--- src/rtl/fetch_prefetch_unit_pkg.sv ---
// Shared types for the instruction fetch stage: word type, FIFO entry layout,
// ARM word size and the wait-state FSM encoding.
package fetch_prefetch_unit_pkg;

  typedef logic [31:0] word_t;

  typedef struct packed {
    word_t pc;
    word_t instr;
  } fetch_entry_t;

  localparam int unsigned ARM_INSTR_BYTES = 4;

  typedef enum logic {
    ST_FETCH = 1'b0,
    ST_WAIT  = 1'b1
  } fetch_state_t;

  // Next sequential instruction address; wraps naturally at 2^32.
  function automatic word_t next_pc(input word_t pc);
    return pc + word_t'(ARM_INSTR_BYTES);
  endfunction

endpackage

--- src/rtl/bus_if.sv ---
// Simple memory bus between a master (fetch) and the memory slave (MMU).
interface Bus_if;
  import fetch_prefetch_unit_pkg::*;

  word_t addr;
  word_t wdata;
  word_t rdata;
  logic  read_en;
  logic  write_en;

  modport Master_side (
    output addr,
    output wdata,
    output read_en,
    output write_en,
    input  rdata
  );

  modport Slave_side (
    input  addr,
    input  wdata,
    input  read_en,
    input  write_en,
    output rdata
  );
endinterface

--- src/rtl/fetch_prefetch_unit_fifo.sv ---
// fetch_fifo: synchronous FIFO of {pc, instr} entries. Clear wins over push
// and pop; push while full is accepted only when a pop frees the slot in the
// same cycle. Pointers wrap modulo DEPTH, so DEPTH need not be a power of two.
module fetch_fifo
  import fetch_prefetch_unit_pkg::*;
#(
  parameter int unsigned DEPTH = 4,
  localparam int unsigned CW = $clog2(DEPTH + 1),
  localparam int unsigned PW = (DEPTH > 1) ? $clog2(DEPTH) : 1
) (
  input  logic         clk,
  input  logic         reset,
  input  logic         clear_i,
  input  logic         push_i,
  input  fetch_entry_t push_data_i,
  input  logic         pop_i,
  output fetch_entry_t head_o,
  output logic         full_o,
  output logic         empty_o,
  output logic [CW-1:0] count_o
);

  fetch_entry_t mem_q [DEPTH];
  logic [PW-1:0] wr_ptr_q, rd_ptr_q;
  logic [CW-1:0] count_q, count_d;
  logic          push_eff, pop_eff;

  function automatic logic [PW-1:0] ptr_inc(input logic [PW-1:0] p);
    return (p == PW'(DEPTH - 1)) ? '0 : p + 1'b1;
  endfunction

  assign full_o   = (count_q == CW'(DEPTH));
  assign empty_o  = (count_q == '0);
  assign count_o  = count_q;
  assign head_o   = mem_q[rd_ptr_q];

  assign pop_eff  = pop_i & ~empty_o;
  assign push_eff = push_i & (~full_o | pop_eff);

  // Occupancy bookkeeping: simultaneous push and pop leaves count unchanged.
  always_comb begin
    count_d = count_q;
    case ({push_eff, pop_eff})
      2'b10:   count_d = count_q + 1'b1;
      2'b01:   count_d = count_q - 1'b1;
      default: count_d = count_q;
    endcase
  end

  // Pointer and count registers; clear discards everything in one cycle.
  always_ff @(posedge clk) begin
    if (reset || clear_i) begin
      wr_ptr_q <= '0;
      rd_ptr_q <= '0;
      count_q  <= '0;
    end else begin
      if (push_eff) wr_ptr_q <= ptr_inc(wr_ptr_q);
      if (pop_eff)  rd_ptr_q <= ptr_inc(rd_ptr_q);
      count_q <= count_d;
    end
  end

  // Entry storage; contents need no reset since validity is tracked by count.
  always_ff @(posedge clk) begin
    if (push_eff && !clear_i && !reset) begin
      mem_q[wr_ptr_q] <= push_data_i;
    end
  end

endmodule

--- src/rtl/fetch_prefetch_unit.sv ---
// fetch_prefetch_unit: streams sequential ARM words from fetch_pc into a
// prefetch FIFO and hands {pc, instr} to decode over valid/ready.
// Optional build macro FETCH_WAITSTATE_EN adds a WAIT state that holds each
// read for WAIT_CYCLES extra bus cycles; without it every read is zero-wait.
module fetch_prefetch_unit
  import fetch_prefetch_unit_pkg::*;
#(
  parameter int unsigned DEPTH       = 4,
  parameter word_t       RESET_PC    = 32'h0000_0000,
  parameter int unsigned WAIT_CYCLES = 2
) (
  input  logic   clk,
  input  logic   reset,
  Bus_if.Master_side bus,
  input  logic   bus_grant,
  input  logic   flush,
  input  word_t  flush_addr,
  output logic   out_valid,
  input  logic   out_ready,
  output word_t  out_instr,
  output word_t  out_pc
);

  localparam int unsigned CW = $clog2(DEPTH + 1);

  word_t         fetch_pc_q, fetch_pc_d;
  logic [CW-1:0] count;
  logic          fifo_full, fifo_empty;
  logic          pop_req, slot_ok, issue;
  logic          read_en, capture;
  fetch_entry_t  push_entry, head_entry;

  assign out_valid = ~fifo_empty;
  assign out_instr = head_entry.instr;
  assign out_pc    = head_entry.pc;
  assign pop_req   = out_valid & out_ready;

  // A new read may start if a slot is free now or is being freed by a pop.
  assign slot_ok = (count < CW'(DEPTH)) | pop_req;
  assign issue   = ~reset & bus_grant & ~flush & slot_ok;

  assign bus.addr     = fetch_pc_q;
  assign bus.read_en  = read_en;
  assign bus.write_en = 1'b0;
  assign bus.wdata    = '0;

  assign push_entry.pc    = fetch_pc_q;
  assign push_entry.instr = bus.rdata;

`ifdef FETCH_WAITSTATE_EN
  localparam int unsigned WCW = (WAIT_CYCLES > 1) ? $clog2(WAIT_CYCLES) : 1;

  fetch_state_t   state_q;
  logic [WCW-1:0] wait_cnt_q;
  logic           wait_live, wait_last;

  // In WAIT the read stays up only while granted and not flushed.
  assign wait_live = ~reset & bus_grant & ~flush;
  assign wait_last = (int'(wait_cnt_q) == int'(WAIT_CYCLES) - 1);

  // Bus request and capture strobe derived from the current FSM state.
  always_comb begin
    read_en = 1'b0;
    capture = 1'b0;
    if (state_q == ST_FETCH) begin
      read_en = issue;
      capture = issue & (WAIT_CYCLES == 0);
    end else begin
      read_en = wait_live;
      capture = wait_live & wait_last;
    end
  end

  // Wait-state FSM: one outstanding read, aborted by grant loss or flush.
  always_ff @(posedge clk) begin
    if (reset) begin
      state_q    <= ST_FETCH;
      wait_cnt_q <= '0;
    end else begin
      case (state_q)
        ST_FETCH: begin
          wait_cnt_q <= '0;
          if (issue && (WAIT_CYCLES != 0)) state_q <= ST_WAIT;
        end
        default: begin
          if (!wait_live || wait_last) begin
            state_q    <= ST_FETCH;
            wait_cnt_q <= '0;
          end else begin
            wait_cnt_q <= wait_cnt_q + 1'b1;
          end
        end
      endcase
    end
  end
`else
  logic unused_wait_cfg;
  assign unused_wait_cfg = ^WAIT_CYCLES;

  // Zero-wait: data returns in the request cycle and is pushed at the edge.
  always_comb begin
    read_en = issue;
    capture = issue;
  end
`endif

  // Next fetch address: flush redirect beats sequential advance.
  always_comb begin
    fetch_pc_d = fetch_pc_q;
    if (flush)        fetch_pc_d = {flush_addr[31:2], 2'b00};
    else if (capture) fetch_pc_d = next_pc(fetch_pc_q);
  end

  // Fetch address register.
  always_ff @(posedge clk) begin
    if (reset) fetch_pc_q <= RESET_PC;
    else       fetch_pc_q <= fetch_pc_d;
  end

  logic unused_misc;
  assign unused_misc = ^{fifo_full, flush_addr[1:0]};

  fetch_fifo #(.DEPTH(DEPTH)) u_fifo (
    .clk         (clk),
    .reset       (reset),
    .clear_i     (flush),
    .push_i      (capture),
    .push_data_i (push_entry),
    .pop_i       (pop_req),
    .head_o      (head_entry),
    .full_o      (fifo_full),
    .empty_o     (fifo_empty),
    .count_o     (count)
  );

endmodule
--- src/flat_wrapper.sv ---
// flat-port wrapper written by rule: the top's interface ports become plain ports
module fetch_prefetch_unit_flat import fetch_prefetch_unit_pkg::*;
#(
  parameter int unsigned DEPTH       = 4,
  parameter word_t       RESET_PC    = 32'h0000_0000,
  parameter int unsigned WAIT_CYCLES = 2
)
  (clk, reset, bus_grant, flush, flush_addr, out_valid, out_ready, out_instr, out_pc, bus_addr, bus_wdata, bus_read_en, bus_write_en, bus_rdata);
  Bus_if bus_i ();
  input  logic clk;
  input  logic reset;
  input  logic bus_grant;
  input  logic flush;
  input  word_t flush_addr;
  output logic out_valid;
  input  logic out_ready;
  output word_t out_instr;
  output word_t out_pc;
  output wire logic [$bits(bus_i.addr)-1:0] bus_addr;
  output wire logic [$bits(bus_i.wdata)-1:0] bus_wdata;
  output wire logic [$bits(bus_i.read_en)-1:0] bus_read_en;
  output wire logic [$bits(bus_i.write_en)-1:0] bus_write_en;
  input wire logic [$bits(bus_i.rdata)-1:0] bus_rdata;
  assign bus_addr = bus_i.addr;
  assign bus_wdata = bus_i.wdata;
  assign bus_read_en = bus_i.read_en;
  assign bus_write_en = bus_i.write_en;
  assign bus_i.rdata = bus_rdata;
  fetch_prefetch_unit #(.DEPTH(DEPTH), .RESET_PC(RESET_PC), .WAIT_CYCLES(WAIT_CYCLES)) u_core (.clk(clk), .reset(reset), .bus(bus_i), .bus_grant(bus_grant), .flush(flush), .flush_addr(flush_addr), .out_valid(out_valid), .out_ready(out_ready), .out_instr(out_instr), .out_pc(out_pc));
endmodule
--- config.mk ---
export PLATFORM = sky130hd
export DESIGN_NAME = fetch_prefetch_unit_flat
export DESIGN_NICKNAME = d
export VERILOG_FILES = /design/src/rtl/fetch_prefetch_unit_pkg.sv /design/src/rtl/bus_if.sv /design/src/rtl/fetch_prefetch_unit_fifo.sv /design/src/rtl/fetch_prefetch_unit.sv /design/src/flat_wrapper.sv
export SDC_FILE = /design/constraint.sdc
export NUM_CORES = 1
export LEC_CHECK = 0
export BUFFER_PORTS_ARGS = -buffer_cell sky130_fd_sc_hd__buf_2
export CAP_MARGIN = 20
export CORE_MARGIN = 10
export CORE_UTILIZATION = 60
export CTS_CLUSTER_DIAMETER = 80
export DETAILED_ROUTE_END_ITERATION = 8
export PLACE_DENSITY_LB_ADDON = 0.05
export SLEW_MARGIN = 10
export SYNTH_ARGS = -nofsm -noshare
export SYNTH_HDL_FRONTEND = slang
export SYNTH_HIERARCHICAL = 1
export SYNTH_SLANG_ARGS = --single-unit
--- constraint.sdc ---
create_clock -name clk -period 12.3 [get_ports clk]
set_clock_uncertainty 0.1 [all_clocks]
set_input_delay 2.46 -clock clk [delete_from_list [all_inputs] [get_ports clk]]
set_output_delay 2.46 -clock clk [all_outputs]
set_load 0.005 [all_outputs]
==> impl_metrics.prom, run 1 <==
# TYPE chip_impl_metric gauge
chip_impl_metric{name="grt_pass1_wl",unit="mm"} 40.36
chip_impl_metric{name="initial_antenna_violation_count",unit=""} 0
chip_impl_metric{name="max-slew-margin-rel",unit=""} 0.2907
chip_impl_info{name="run_status",value="completed"} 1
chip_impl_metric{name="die_w",unit="um"} 161.3
chip_impl_metric{name="syn-instance-count",unit=""} 678
chip_impl_metric{name="cts_sinks",unit=""} 295
chip_impl_metric{name="drt-pass1-iter-count",unit=""} 5
chip_impl_metric{name="netlist_area_before_placement",unit="sq um"} 11980
chip_impl_metric{name="power.ir.vdd_worst",unit="mV"} 0.1315
chip_impl_info{name="cts_tree",value="yes"} 1
chip_impl_metric{name="clock_tree.htree_level_count",unit=""} 1
chip_impl_metric{name="critical_path_buf_inv_count",unit=""} 4
chip_impl_metric{name="drv_slew",unit=""} 0
chip_impl_metric{name="die_y",unit="um"} 161.3
chip_impl_metric{name="area_growth_syn_to_fin",unit="%"} 16.21
chip_impl_info{name="crit_chain",value="buf_2 > or3b_1 > a21o_1 > buf_4 > clkinv_1 > buf_2"} 1
chip_impl_metric{name="design.final.nets",unit=""} 924
chip_impl_metric{name="filler_cell_count",unit=""} 1294
chip_impl_info{name="crit_path_frequent_cell",value="sky130_fd_sc_hd__buf_2"} 1
chip_impl_metric{name="cp_data_arrival_time",unit="ns"} 3.95
chip_impl_metric{name="grt_max_degree",unit=""} 65
chip_impl_metric{name="grtUsageTotal",unit=""} 0.1947
chip_impl_metric{name="max-cap-violations",unit=""} 0
chip_impl_metric{name="cellPowerDensity",unit="nW/um^2"} 151.5
chip_impl_metric{name="cts_buffer_depth",unit=""} 3
chip_impl_metric{name="cts.repair_timing.setup_buffer_count",unit=""} 0
chip_impl_metric{name="die_area",unit="sq um"} 26020
chip_impl_metric{name="route.vias.total",unit=""} 6885
chip_impl_metric{name="worst_setup_hold_path_clk_slew",unit="ns"} 0.06
chip_impl_info{name="slowest_stage",value="sky130_fd_sc_hd__buf_2"} 1
chip_impl_metric{name="report.power.total",unit="W"} 0.002109
chip_impl_info{name="final_common_cell",value="sky130_fd_sc_hd__edfxtp_1"} 1
chip_impl_metric{name="cp.required",unit="ns"} 9.74
chip_impl_metric{name="worst_path_largest_cell_delay",unit="ns"} 0.50
chip_impl_metric{name="final_critical_path_time_including_i_o_delays_and_setup",unit="ns"} 6.514
chip_impl_info{name="timing.hold.worst.class",value="reg -> reg"} 1
chip_impl_metric{name="gp_congestion",unit=""} 0.8664
chip_impl_metric{name="cts-hold-fix-buffers",unit=""} 0
chip_impl_info{name="startpoint_type",value="primary input"} 1
chip_impl_metric{name="synthesis.area_per_instance",unit="sq um"} 17.67
chip_impl_metric{name="detail_route.vias_per_cell",unit=""} 6.071
chip_impl_metric{name="timing.fmax",unit="GHz"} 0.1535
chip_impl_metric{name="crit_path_max_fanout",unit=""} 39
chip_impl_metric{name="ys.warnings.count",unit=""} 6
chip_impl_metric{name="detailedPlacementHpwl",unit="mm"} 15.70
chip_impl_info{name="critPathCaptureType",value="output pin"} 1
chip_impl_metric{name="power.static_leakage",unit="nW"} 4.725
chip_impl_metric{name="placeableCoreArea",unit="sq um"} 19530
chip_impl_metric{name="first_iter_violations",unit=""} 522
chip_impl_info{name="critical-path-top-delay-family",value="buffers and inverters"} 1
chip_impl_metric{name="worst_margin_slew",unit="ns"} 1.064
chip_impl_metric{name="setup-tns-final",unit="ns"} 0
chip_impl_metric{name="setup_ws",unit="ns"} 5.786
chip_impl_info{name="layout.cells.most_common_list",value="sky130_fd_sc_hd__edfxtp_1, sky130_fd_sc_hd__buf_2, sky130_fd_sc_hd__mux4_2, sky130_fd_sc_hd__conb_1, sky130_fd_sc_hd__dfxtp_1"} 1
chip_impl_metric{name="worstSkewPairLatency",unit="ns"} 0.53
chip_impl_metric{name="top_level_ports",unit=""} 200
chip_impl_metric{name="first_global_vias",unit=""} 7164
chip_impl_metric{name="std_cell_rows",unit=""} 51
chip_impl_metric{name="avgRoutedWirePerCell",unit="um"} 22.77
chip_impl_info{name="critPathKind",value="in -> out"} 1
chip_impl_metric{name="antenna_cells",unit=""} 0
chip_impl_metric{name="globalRoute.totalOverflow",unit=""} 0
chip_impl_metric{name="detail_route.drc_violations",unit=""} 0
chip_impl_metric{name="layout-drive-gt1-share",unit=""} 0.3360
chip_impl_info{name="clock_tree.root_cell",value="sky130_fd_sc_hd__clkbuf_16"} 1
chip_impl_info{name="rsz0062_at_grt",value="no"} 1
chip_impl_metric{name="cts-buffers-inserted",unit=""} 29
chip_impl_metric{name="place_ws",unit="ns"} 5.815
chip_impl_metric{name="route.final.wire_length",unit="mm"} 25.82
chip_impl_metric{name="setup_viol_count_final",unit=""} 0
chip_impl_metric{name="placement.io_buffers",unit=""} 162
chip_impl_metric{name="layout_worst_path_cycle_share",unit=""} 0.5296
chip_impl_metric{name="ctsResizeCount",unit=""} 0
chip_impl_metric{name="hold_viol",unit=""} 0
chip_impl_metric{name="antenna_left",unit=""} 0
chip_impl_metric{name="postLayoutCoreUtil",unit=""} 0.7129
chip_impl_metric{name="start_util",unit=""} 0.6135
stage by stage:
step / hold slack [ns] / area [sq um] / instances
after global placement: 0.3663 / 12900 / 1081
after floorplan: 0.3634 / 12140 / 720
after global routing: 0.4122 / 13920 / 1134
after detailed placement: 0.3801 / 12900 / 1081
final: 0.3875 / 13920 / 1134
after CTS: 0.3898 / 13920 / 1134
worst register-to-register path, stage by stage, from the launching register on:
cell	delay [ns]
sky130_fd_sc_hd__dfxtp_1	0.35
sky130_fd_sc_hd__nor3_1	0.24
sky130_fd_sc_hd__nand2b_1	0.22
sky130_fd_sc_hd__a21o_1	0.14
sky130_fd_sc_hd__buf_4	0.36
sky130_fd_sc_hd__clkinv_1	0.16
sky130_fd_sc_hd__buf_4	0.26
sky130_fd_sc_hd__and2_4	0.21
sky130_fd_sc_hd__inv_1	0.06
sky130_fd_sc_hd__ha_1	0.18
sky130_fd_sc_hd__inv_1	0.06
sky130_fd_sc_hd__fa_1	0.38
sky130_fd_sc_hd__xor2_1	0.17
sky130_fd_sc_hd__or3_1	0.33
sky130_fd_sc_hd__a21oi_1	0.15
layer usage:
metal	GRT usage	up-vias	part of all wire
li1	-	3036	-
met1	0.2696	3483	0.43
met2	0.3105	332	0.48
met3	0.04016	34	0.068
met4	0.05170	0	0.018
met5	0	-	0
flip-flops by register name, indices dropped and copies added (netlist names), named ones only:
signal                  cells
u_core/bus.addr            30
u_core/u_fifo/count_o       3
u_core/u_fifo/mem_q       256
u_core/u_fifo/rd_ptr_q      2
u_core/u_fifo/wr_ptr_q      2
worst paths after layout:
path,slack (ns),end,depth (start not counted),from
worst min register to register,0.39,flip-flop,2,u_core/u_fifo/rd_ptr_q[0]
worst min-delay path,0.39,flip-flop,2,u_core/u_fifo/rd_ptr_q[0]
worst max register to register,8.85,u_core/u_fifo/count_o[2],14,u_core/u_fifo/count_o[0]
worst max-delay path,5.79,bus_read_en,6,reset
layout make-up:
type	instances	area, sq um	share of cell area
tap	265	331.6	0.02382
timing repair buffer	165	833.3	0.05986
multi-input combinational	339	3194	0.2295
sequential	295	8476	0.6088
clock inverter	21	285.3	0.02049
clock buffer	32	737.0	0.05294
inverter	17	63.81	0.004584
where the power goes:
part           switching (W)  internal (W)
logic              0.0000367     0.0000250
clock network       0.000356      0.000577
registers          0.0000180       0.00110
No activity file was read; power rests on OpenSTA's default activity.
==> run 2, diff against run 1 <==
--- a/config.mk
+++ b/config.mk
@@ -8,7 +8,7 @@
 export BUFFER_PORTS_ARGS = -buffer_cell sky130_fd_sc_hd__buf_2
 export CAP_MARGIN = 20
 export CORE_MARGIN = 10
-export CORE_UTILIZATION = 60
+export CORE_UTILIZATION = 56
 export CTS_CLUSTER_DIAMETER = 80
 export DETAILED_ROUTE_END_ITERATION = 8
 export PLACE_DENSITY_LB_ADDON = 0.05
==> constraint.sdc (replaced) <==
create_clock -name clk -period 6.6 [get_ports clk]
set_clock_uncertainty 0.1 [all_clocks]
set_input_delay 1.32 -clock clk [delete_from_list [all_inputs] [get_ports clk]]
set_output_delay 1.32 -clock clk [all_outputs]
set_load 0.005 [all_outputs]
==> impl_metrics.prom, run 2 (synthesis gave the netlist of run 1 again) <==
# TYPE chip_impl_metric gauge
chip_impl_info{name="run_status",value="completed"} 1
chip_impl_metric{name="pwr-share-seq",unit=""} 0.541
chip_impl_info{name="rsz0062_at_grt",value="no"} 1
chip_impl_metric{name="design.final.nets",unit=""} 924
chip_impl_metric{name="cts-hold-fix-buffers",unit=""} 0
chip_impl_metric{name="die_w",unit="um"} 166.3
chip_impl_metric{name="area_growth_syn_to_fin",unit="%"} 15.92
chip_impl_metric{name="cellPowerDensity",unit="nW/um^2"} 276.2
chip_impl_metric{name="cts.repair_timing.setup_buffer_count",unit=""} 0
chip_impl_info{name="layout.cells.most_common_list",value="sky130_fd_sc_hd__edfxtp_1, sky130_fd_sc_hd__buf_2, sky130_fd_sc_hd__mux4_2, sky130_fd_sc_hd__conb_1, sky130_fd_sc_hd__dfxtp_1"} 1
chip_impl_metric{name="final_critical_path_time_including_i_o_delays_and_setup",unit="ns"} 4.741
chip_impl_metric{name="hold_viol",unit=""} 0
chip_impl_metric{name="timing.fmax",unit="GHz"} 0.2109
chip_impl_metric{name="layout_worst_path_cycle_share",unit=""} 0.7183
chip_impl_metric{name="grt_max_degree",unit=""} 65
chip_impl_metric{name="layout-drive-gt1-share",unit=""} 0.3341
chip_impl_metric{name="grtUsageTotal",unit=""} 0.1819
chip_impl_metric{name="detail_route.vias_per_cell",unit=""} 5.929
chip_impl_metric{name="setup_ws",unit="ns"} 1.859
chip_impl_metric{name="placeableCoreArea",unit="sq um"} 21020
chip_impl_metric{name="cts-buffers-inserted",unit=""} 30
chip_impl_metric{name="max-slew-margin-rel",unit=""} 0.2708
chip_impl_info{name="critPathKind",value="in -> out"} 1
chip_impl_info{name="final_common_cell",value="sky130_fd_sc_hd__edfxtp_1"} 1
chip_impl_metric{name="first_global_vias",unit=""} 7138
chip_impl_metric{name="drt-pass1-iter-count",unit=""} 5
chip_impl_info{name="cts_tree",value="yes"} 1
chip_impl_metric{name="holdWs",unit="ns"} 0.3995
chip_impl_metric{name="start_util",unit=""} 0.5698
chip_impl_metric{name="switching_component_of_the_power",unit="W"} 0.0007713
chip_impl_metric{name="first_iter_violations",unit=""} 485
chip_impl_metric{name="clock_tree.htree_level_count",unit=""} 1
chip_impl_metric{name="combPwrFrac",unit=""} 0.030
chip_impl_metric{name="setup_viol_count_final",unit=""} 0
chip_impl_metric{name="route.vias.total",unit=""} 6795
chip_impl_metric{name="cts_buffer_depth",unit=""} 3
chip_impl_metric{name="postLayoutCoreUtil",unit=""} 0.6606
chip_impl_metric{name="die_y",unit="um"} 166.3
chip_impl_metric{name="p_sw_frac",unit=""} 0.2011
chip_impl_info{name="critPathCaptureType",value="output pin"} 1
chip_impl_metric{name="grt_pass1_wl",unit="mm"} 40.46
chip_impl_metric{name="placement.io_buffers",unit=""} 162
chip_impl_info{name="max_flop_register",value="u_core/u_fifo/mem_q"} 1
chip_impl_metric{name="route.final.wire_length",unit="mm"} 25.72
chip_impl_info{name="startpoint_type",value="primary input"} 1
chip_impl_metric{name="sequential_cell_area",unit="sq um"} 8476
chip_impl_metric{name="cts_sinks",unit=""} 295
chip_impl_metric{name="power.static_leakage",unit="nW"} 4.701
chip_impl_metric{name="cp.required",unit="ns"} 5.18
chip_impl_metric{name="crit_path_max_fanout",unit=""} 37
chip_impl_metric{name="place_ws",unit="ns"} 1.802
chip_impl_metric{name="top_level_ports",unit=""} 200
chip_impl_metric{name="antenna_cells",unit=""} 0
chip_impl_metric{name="antenna_left",unit=""} 0
chip_impl_metric{name="worst_margin_slew",unit="ns"} 1.094
chip_impl_info{name="clock_tree.root_cell",value="sky130_fd_sc_hd__clkbuf_16"} 1
chip_impl_metric{name="worstSkewPairLatency",unit="ns"} 0.55
chip_impl_metric{name="multi_input_area",unit="sq um"} 3194
chip_impl_metric{name="detailedPlacementHpwl",unit="mm"} 15.57
chip_impl_metric{name="largest_register_ffs",unit=""} 256
chip_impl_info{name="timing.hold.worst.class",value="reg -> reg"} 1
chip_impl_metric{name="die_area",unit="sq um"} 27640
chip_impl_metric{name="worst_setup_hold_path_clk_slew",unit="ns"} 0.06
chip_impl_metric{name="initial_antenna_violation_count",unit=""} 0
chip_impl_metric{name="drv_slew",unit=""} 0
chip_impl_metric{name="avgRoutedWirePerCell",unit="um"} 22.44
chip_impl_metric{name="p_int",unit="W"} 0.003064
chip_impl_metric{name="max-cap-violations",unit=""} 0
chip_impl_metric{name="cp_data_arrival_time",unit="ns"} 3.32
chip_impl_metric{name="globalRoute.totalOverflow",unit=""} 0
chip_impl_metric{name="setup-tns-final",unit="ns"} 0
chip_impl_metric{name="power.ir.vdd_worst",unit="mV"} 0.2278
chip_impl_metric{name="detail_route.drc_violations",unit=""} 0
chip_impl_metric{name="gp_congestion",unit=""} 0.8100
chip_impl_metric{name="clock_power_share",unit=""} 0.429
chip_impl_metric{name="std_cell_rows",unit=""} 53
chip_impl_metric{name="ctsResizeCount",unit=""} 0
chip_impl_metric{name="filler_cell_count",unit=""} 1482
-- run 2: routing by layer --
metal  vias up  part of all wire  track usage
li1       3048                 -            -
met1      3438              0.43       0.2470
met2       281              0.49       0.2954
met3        28             0.070      0.03999
met4         0             0.015      0.04162
met5         -                 0            0
-- run 2: worst paths after layout --
path	end	cells past startpoint	from	slack, ns
setup reg to reg	u_core/u_fifo/count_o[2]	12	u_core/u_fifo/count_o[0]	2.97
hold reg to reg	flip-flop	2	u_core/u_fifo/rd_ptr_q[0]	0.40
setup / recovery	bus_read_en	5	flush	1.86
hold / removal	flip-flop	2	u_core/u_fifo/rd_ptr_q[0]	0.40
-- run 2: per-stage QoR --
step | power [W] | cell area, sq um | instances
2_1_floorplan | 0.002173 | 12140 | 720
3_3_place_gp | 0.002220 | 12900 | 1090
3_5_place_dp | 0.002228 | 12900 | 1090
4_1_cts | 0.003875 | 13890 | 1146
5_1_grt | 0.003966 | 13890 | 1146
6_report | 0.003835 | 13890 | 1146
-- run 2: critical path, stage by stage --
cell,delay [ns]
sky130_fd_sc_hd__buf_2,0.50
sky130_fd_sc_hd__or3b_1,0.24
sky130_fd_sc_hd__a21o_1,0.11
sky130_fd_sc_hd__clkinv_1,0.74
sky130_fd_sc_hd__buf_2,0.41
-- run 2: power groups by stage --
| stage | logic [W] | registers (W) | clock network (W) |
|---|---|---|---|
| final | 0.000114 | 0.00208 | 0.00165 |
| after global routing | 0.000126 | 0.00208 | 0.00176 |
| after detailed placement | 0.000113 | 0.00212 | 0 |
| after floorplan | 0.0000668 | 0.00211 | 0 |
| after CTS | 0.000113 | 0.00208 | 0.00169 |
| after global placement | 0.000108 | 0.00211 | 0 |
-- run 2: area by class of cell --
class                           instances  area share
Clock buffer                           37     0.05740
Tap cell                              275     0.02478
Sequential cell                       295      0.6104
Clock inverter                         19     0.01334
Timing Repair Buffer                  164     0.05947
Multi-Input combinational cell        339      0.2300
Inverter                               17    0.004595
